$ cat config.mk
export PLATFORM = sky130hd
export DESIGN_NAME = imm_decode_stage
export DESIGN_NICKNAME = d
export VERILOG_FILES = /design/src/rtl/imm_pkg.sv /design/src/rtl/imm_format_decode.sv /design/src/rtl/imm_decode_stage.sv
export SDC_FILE = /design/constraint.sdc
export NUM_CORES = 1
export LEC_CHECK = 0
export ABC_CLOCK_PERIOD_IN_PS = 2100
export BUFFER_PORTS_ARGS = -buffer_cell sky130_fd_sc_hd__buf_2
export CAP_MARGIN = 0
export CORE_MARGIN = 3
export CORE_UTILIZATION = 40
export DETAILED_ROUTE_END_ITERATION = 10
export SLEW_MARGIN = 20
export SYNTH_ARGS = -nofsm -noshare
export SYNTH_HDL_FRONTEND = slang
export SYNTH_SLANG_ARGS = --single-unit
$ cat constraint.sdc
create_clock -name clk -period 2.1 [get_ports clk]
set_clock_uncertainty 0.2 [all_clocks]
set_input_delay 0.315 -clock clk [delete_from_list [all_inputs] [get_ports clk]]
set_output_delay 0.315 -clock clk [all_outputs]
set_load 0.02 [all_outputs]
$ cat src/rtl/imm_pkg.sv
// Shared definitions for the immediate decode stage: format codes, RISC-V major opcodes
// and the XLEN legality check.
package imm_pkg;

    typedef enum logic [2:0] {
        FmtI    = 3'd0,
        FmtS    = 3'd1,
        FmtB    = 3'd2,
        FmtU    = 3'd3,
        FmtJ    = 3'd4,
        FmtZ    = 3'd5,
        FmtR    = 3'd6,
        FmtNone = 3'd7
    } fmt_e;

    localparam logic [6:0] OpcOpImm   = 7'b0010011;
    localparam logic [6:0] OpcLoad    = 7'b0000011;
    localparam logic [6:0] OpcJalr    = 7'b1100111;
    localparam logic [6:0] OpcMiscMem = 7'b0001111;
    localparam logic [6:0] OpcStore   = 7'b0100011;
    localparam logic [6:0] OpcBranch  = 7'b1100011;
    localparam logic [6:0] OpcLui     = 7'b0110111;
    localparam logic [6:0] OpcAuipc   = 7'b0010111;
    localparam logic [6:0] OpcJal     = 7'b1101111;
    localparam logic [6:0] OpcOp      = 7'b0110011;
    localparam logic [6:0] OpcSystem  = 7'b1110011;

    // Width-independent part of a buffered entry; the immediate is stored alongside.
    typedef struct packed {
        logic [31:0] instr;
        fmt_e        fmt;
        logic        illegal;
    } meta_t;

    function automatic bit xlen_legal(int unsigned xlen);
        return (xlen == 32) || (xlen == 64);
    endfunction

endpackage

$ cat src/rtl/imm_format_decode.sv
// Combinational opcode-to-format decode and immediate extraction/extension to XLEN bits.
import imm_pkg::*;

module imm_format_decode #(
    parameter int unsigned XLEN            = 32,
    parameter bit          FMT_OVERRIDE_EN = 1'b0
) (
    input  logic [31:0]     instr_i,
    input  logic [2:0]      fmt_ovr_i,
    output logic [XLEN-1:0] imm_o,
    output logic [2:0]      fmt_o,
    output logic            illegal_o
);

    fmt_e        dec_fmt;
    logic        dec_illegal;
    fmt_e        fmt;
    logic [31:0] imm32;
    logic        ext_bit;

    always_comb begin
        dec_fmt     = FmtNone;
        dec_illegal = 1'b0;
        case (instr_i[6:0])
            OpcOpImm, OpcLoad, OpcJalr, OpcMiscMem: dec_fmt = FmtI;
            OpcStore:                               dec_fmt = FmtS;
            OpcBranch:                              dec_fmt = FmtB;
            OpcLui, OpcAuipc:                       dec_fmt = FmtU;
            OpcJal:                                 dec_fmt = FmtJ;
            OpcOp:                                  dec_fmt = FmtR;
            OpcSystem:                              dec_fmt = instr_i[14] ? FmtZ : FmtI;
            default: begin
                dec_fmt     = FmtNone;
                dec_illegal = 1'b1;
            end
        endcase
    end

    always_comb begin
        if (FMT_OVERRIDE_EN) begin
            fmt       = fmt_e'(fmt_ovr_i);
            illegal_o = (fmt_ovr_i == 3'd7);
        end else begin
            fmt       = dec_fmt;
            illegal_o = dec_illegal;
        end
    end

    assign fmt_o = fmt;

    // Every signed format (U included) has instr[31] as bit 31, so one fill covers XLEN=64.
    always_comb begin
        imm32   = '0;
        ext_bit = instr_i[31];
        case (fmt)
            FmtI: imm32 = {{20{instr_i[31]}}, instr_i[31:20]};
            FmtS: imm32 = {{20{instr_i[31]}}, instr_i[31:25], instr_i[11:7]};
            FmtB: imm32 = {{19{instr_i[31]}}, instr_i[31], instr_i[7], instr_i[30:25],
                           instr_i[11:8], 1'b0};
            FmtU: imm32 = {instr_i[31:12], 12'b0};
            FmtJ: imm32 = {{11{instr_i[31]}}, instr_i[31], instr_i[19:12], instr_i[20],
                           instr_i[30:21], 1'b0};
            FmtZ: begin
                imm32   = {27'b0, instr_i[19:15]};
                ext_bit = 1'b0;
            end
            default: begin
                imm32   = '0;
                ext_bit = 1'b0;
            end
        endcase
        imm_o        = {XLEN{ext_bit}};
        imm_o[31:0]  = imm32;
    end

endmodule

$ cat src/rtl/imm_decode_stage.sv
// Immediate decode stage: decodes on entry and holds results in a two-entry skid buffer
// (output register plus skid register) with a registered in_ready.
import imm_pkg::*;

module imm_decode_stage #(
    parameter int unsigned XLEN            = 32,
    parameter bit          FMT_OVERRIDE_EN = 1'b0
) (
    input  logic            clk,
    input  logic            rst,
    input  logic            flush,
    input  logic            in_valid,
    output logic            in_ready,
    input  logic [31:0]     in_instr,
    input  logic [2:0]      in_fmt_ovr,
    output logic            out_valid,
    input  logic            out_ready,
    output logic [XLEN-1:0] out_imm,
    output logic [2:0]      out_fmt,
    output logic            out_illegal,
    output logic [31:0]     out_instr
);

    if (!xlen_legal(XLEN)) begin : g_bad_xlen
        $error("imm_decode_stage: XLEN must be 32 or 64");
    end

    logic [XLEN-1:0] dec_imm;
    logic [2:0]      dec_fmt;
    logic            dec_illegal;
    meta_t           dec_meta;

    imm_format_decode #(
        .XLEN            (XLEN),
        .FMT_OVERRIDE_EN (FMT_OVERRIDE_EN)
    ) u_decode (
        .instr_i   (in_instr),
        .fmt_ovr_i (in_fmt_ovr),
        .imm_o     (dec_imm),
        .fmt_o     (dec_fmt),
        .illegal_o (dec_illegal)
    );

    always_comb begin
        dec_meta.instr   = in_instr;
        dec_meta.fmt     = fmt_e'(dec_fmt);
        dec_meta.illegal = dec_illegal;
    end

    logic            out_valid_q, out_valid_d;
    logic [XLEN-1:0] out_imm_q, out_imm_d;
    meta_t           out_meta_q, out_meta_d;
    logic            skid_valid_q, skid_valid_d;
    logic [XLEN-1:0] skid_imm_q, skid_imm_d;
    meta_t           skid_meta_q, skid_meta_d;
    logic            accept;
    logic            out_free;

    assign in_ready = ~skid_valid_q;
    assign accept   = in_valid & ~skid_valid_q;
    // Output register can be loaded this cycle when empty or being drained.
    assign out_free = ~out_valid_q | out_ready;

    always_comb begin
        out_valid_d  = out_valid_q;
        out_imm_d    = out_imm_q;
        out_meta_d   = out_meta_q;
        skid_valid_d = skid_valid_q;
        skid_imm_d   = skid_imm_q;
        skid_meta_d  = skid_meta_q;
        if (flush) begin
            out_valid_d  = 1'b0;
            skid_valid_d = 1'b0;
        end else if (out_free) begin
            if (skid_valid_q) begin
                out_valid_d  = 1'b1;
                out_imm_d    = skid_imm_q;
                out_meta_d   = skid_meta_q;
                skid_valid_d = 1'b0;
            end else if (accept) begin
                out_valid_d = 1'b1;
                out_imm_d   = dec_imm;
                out_meta_d  = dec_meta;
            end else begin
                out_valid_d = 1'b0;
            end
        end else if (accept) begin
            skid_valid_d = 1'b1;
            skid_imm_d   = dec_imm;
            skid_meta_d  = dec_meta;
        end
    end

    always_ff @(posedge clk) begin
        if (rst) begin
            out_valid_q  <= 1'b0;
            out_imm_q    <= '0;
            out_meta_q   <= '0;
            skid_valid_q <= 1'b0;
            skid_imm_q   <= '0;
            skid_meta_q  <= '0;
        end else begin
            out_valid_q  <= out_valid_d;
            out_imm_q    <= out_imm_d;
            out_meta_q   <= out_meta_d;
            skid_valid_q <= skid_valid_d;
            skid_imm_q   <= skid_imm_d;
            skid_meta_q  <= skid_meta_d;
        end
    end

    assign out_valid   = out_valid_q;
    assign out_imm     = out_imm_q;
    assign out_fmt     = out_meta_q.fmt;
    assign out_illegal = out_meta_q.illegal;
    assign out_instr   = out_meta_q.instr;

endmodule
==> impl_metrics.env <==
export IMPL_cp_end_kind="register"
export IMPL_worstPathMaxFanout=17
export IMPL_syn_cell_area_mm2=0.00614
export IMPL_portBuffers=106
export IMPL_setup_tns_ps=0
export IMPL_p_int_uw=5040
export IMPL_syn_to_final_growth_pct=29.9
export IMPL_slew_limit_headroom_pct=46.3
export IMPL_grtUsageMet1_pct=29.6
export IMPL_stdcell_area_mm2=0.00798
export IMPL_tritoncts="yes"
export IMPL_overflow=0
export IMPL_cts_root_buffer="clkbuf_16"
export IMPL_comb_power_share_pct=10.8
export IMPL_p_switching_uw=1580
export IMPL_drt_pass1_iterations=4
export IMPL_fin_util_pct=54.1
export IMPL_hold_viol_final=0
export IMPL_dp_hpwl_um=11600
export IMPL_wl_um=17900
export IMPL_use_met3_pct=5.65
export IMPL_synthesis_nets=755
export IMPL_ios=110
export IMPL_vdd_drop_max_v=0.000531
export IMPL_cellPowerDensity_mw_per_mm2=829
export IMPL_antenna_cells=0
export IMPL_worstPathRequired_ps=2230
export IMPL_busiest_layer="met2"
export IMPL_htree_levels=4
export IMPL_cap_violations=0
export IMPL_die_h_um=130
export IMPL_clk_latency_ps=420
export IMPL_yosysWarnings=0
export IMPL_crit_path_end="out_imm[6]"
export IMPL_min_path_type="in2reg"
export IMPL_clockBufferDepth=2
export IMPL_rsz0062_at_grt="no"
export IMPL_start_util_pct=41.6
export IMPL_nets=885
export IMPL_viasPerCell=5.60
export IMPL_gp_congestion=0.854
export IMPL_syn_instance_count=715
export IMPL_rows=44
export IMPL_wl_per_cell_um=17.2
export IMPL_rr_worst_depth=5
export IMPL_drc=0
export IMPL_p_leak_uw=0.00297
export IMPL_drv_slew=0
export IMPL_ys_async_sr_fraction_pct=0
export IMPL_path_class="reg2reg"
export IMPL_synth_seq_cells=138
export IMPL_grt_pass1_wl_um=29600
export IMPL_dp_slack_ps=-192
export IMPL_startpoint="skid_valid_q"
export IMPL_grt_pass1_vias=5673
export IMPL_drive_gt1_share_pct=24.8
export IMPL_start_kind="register"
export IMPL_tightestPinTransition_ps=803
export IMPL_use_met2_pct=34.3
export IMPL_finalCritPeriodShare_pct=91.8
export IMPL_ys_flop_type="dfxtp_1"
export IMPL_clk_pin_slew_ps=60
export IMPL_dieWidth_um=130
export IMPL_avgSynthCellArea_um2=8.59
export IMPL_final_antenna_net_count=0
export IMPL_power_share_clock_pct=47.6
export IMPL_seq_area_frac_synth_pct=45.0
export IMPL_finalCriticalPeriod_ps=1930
export IMPL_synth_edf_count=0
export IMPL_synth_distinct_cells=48
export IMPL_rr_endpoint="out_imm[6]"
export IMPL_core_mm2=0.0148
export IMPL_status="complete, no violations"
export IMPL_power_frac_seq_pct=41.6
export IMPL_sw_frac_of_total_pct=23.9
export IMPL_finalPower_uw=6620
export IMPL_die_area_mm2=0.0169
export IMPL_clock_sinks=138
export IMPL_track_usage_pct=22.0
export IMPL_fin_ws_ps=172
export IMPL_fmax_ghz=0.519
export IMPL_placed_area_mm2=0.00705
export IMPL_grt_max_degree=137
export IMPL_r2r_start="skid_valid_q"
export IMPL_vias=5836
export IMPL_cts_buffers=17
export IMPL_dr_first_iter_drc_count=483
export IMPL_ff2ff_setup_slack_ps=170
export IMPL_final_setup_viol_count=0
export IMPL_antenna_found_initial=0
export IMPL_arrival_ps=2060
[per-layer routing]
metal,vias to the layer above,routed length [um]
met5,-,0
met4,0,343
met3,27,1120
met2,172,8410
met1,2787,8050
li1,2850,-
[logic make-up after synthesis]
kind of cell	share of synthesized area, %
AOI/OAI and AO/OA	25.8
muxes	4.40
and+or+nand+nor	19.1
buffers and inverters	5.73
DFF	45.0
[placed cells by master (no fill, tap or decap), types with 3 or more instances in the layout]
| cell type | count |
|---|---|
| clkbuf_16 | 17 |
| a211o_1 | 3 |
| dfxtp_1 | 137 |
| and2_1 | 4 |
| nor3_1 | 7 |
| o21ai_0 | 20 |
| a311oi_2 | 12 |
| a31oi_1 | 6 |
| a22o_1 | 12 |
| o32ai_2 | 4 |
| clkbuf_8 | 6 |
| o21a_1 | 5 |
| o2111ai_1 | 12 |
| bufinv_16 | 3 |
| buf_2 | 105 |
| nor2b_1 | 3 |
| nand2_1 | 103 |
| inv_1 | 14 |
| nand3_1 | 11 |
| a311oi_1 | 16 |
| nand3b_1 | 15 |
| buf_12 | 7 |
| mux2i_1 | 27 |
| nor2_1 | 72 |
| and3_1 | 6 |
| o21ai_1 | 3 |
| o41ai_1 | 3 |
| a211oi_1 | 46 |
| or2_2 | 3 |
| clkinv_2 | 4 |
| buf_4 | 40 |
| or3_1 | 15 |
| a21oi_1 | 57 |
| nand2b_1 | 7 |
| dlygate4sd3_1 | 27 |
[how the worst min path moves through the flow]
stage / startpoint / to / slack [ps] / cells after the start
after floorplan: flush / out_valid / 190 / 1
after global placement: skid_meta_q[10] / skid_meta_q[10] / 240 / 2
after detailed placement: skid_meta_q[35] / skid_meta_q[35] / 250 / 2
after CTS: out_ready / skid_valid_q / 40 / 3
after global routing: out_ready / skid_valid_q / 70 / 3
final: out_ready / skid_valid_q / 60 / 3
[timing repair]
| action | CTS | global route |
|---|---|---|
| resized for setup | 1 | 3 |
| gates cloned | 0 | 0 |
| hold buffers | 27 | 0 |
| endpoints found under the setup margin | 1 | 15 |
| buffers inserted | 1 | 0 |
| hold endpoints to repair | 32 | 0 |
[synthesized netlist by cell type, types with 6 or more instances]
cell / n / area [um^2]
o2111ai_1: 12 / 105
a311oi_2: 12 / 180
inv_1: 15 / 56.3
nand3_1: 11 / 55.1
a311oi_1: 16 / 140
nor3_1: 9 / 45.0
clkbuf_1: 48 / 180
buf_2: 11 / 55.1
dfxtp_1: 138 / 2760
a21oi_1: 57 / 285
and3_1: 6 / 37.5
nand2_1: 103 / 387
a31oi_1: 6 / 37.5
nand3b_1: 15 / 113
a22o_1: 12 / 105
nand2b_1: 7 / 43.8
nor2_1: 72 / 270
o21ai_0: 20 / 100
a211oi_1: 46 / 345
mux2i_1: 27 / 270
or3_1: 16 / 100
[critical path, cell delays in order (launching register included)]
cell and delay (ps):
dfxtp_2 390, nor2_1 80, buf_4 150, or4_1 480, buf_4 230, o32ai_1 290
[flip-flops by register name (all words and copies together) (netlist names)]
| signal | flops |
|---|---|
| out_valid | 1 |
| out_illegal | 1 |
| skid_valid_q | 1 |
| out_imm | 32 |
| out_fmt | 3 |
| skid_meta_q | 36 |
| out_instr | 32 |
| skid_imm_q | 32 |
[power groups by stage]
stage	Combinational (uW)	Clock (uW)	Sequential, uW
floorplan	315	0	2890
global placement	661	0	2800
detailed placement	673	0	2810
CTS	714	3200	2750
global route	785	3320	2760
finish	717	3150	2750
[layout make-up]
cell class | count | area, um^2
Clock buffer | 25 | 515
Timing Repair Buffer | 179 | 1240
Sequential cell | 138 | 2760
Clock inverter | 7 | 110
Tap cell | 184 | 230
Multi-Input combinational cell | 494 | 3060
Inverter | 15 | 60.1
Fill cell | 1397 | 6780
[per-stage QoR]
stage / hold slack (ps) / cells
finish: 57.3 / 1042
global route: 75.0 / 1042
CTS: 41.4 / 1042
detailed placement: 246 / 982
global placement: 241 / 982
floorplan: 193 / 715
Note: power is estimated with default switching activity, not from simulation.
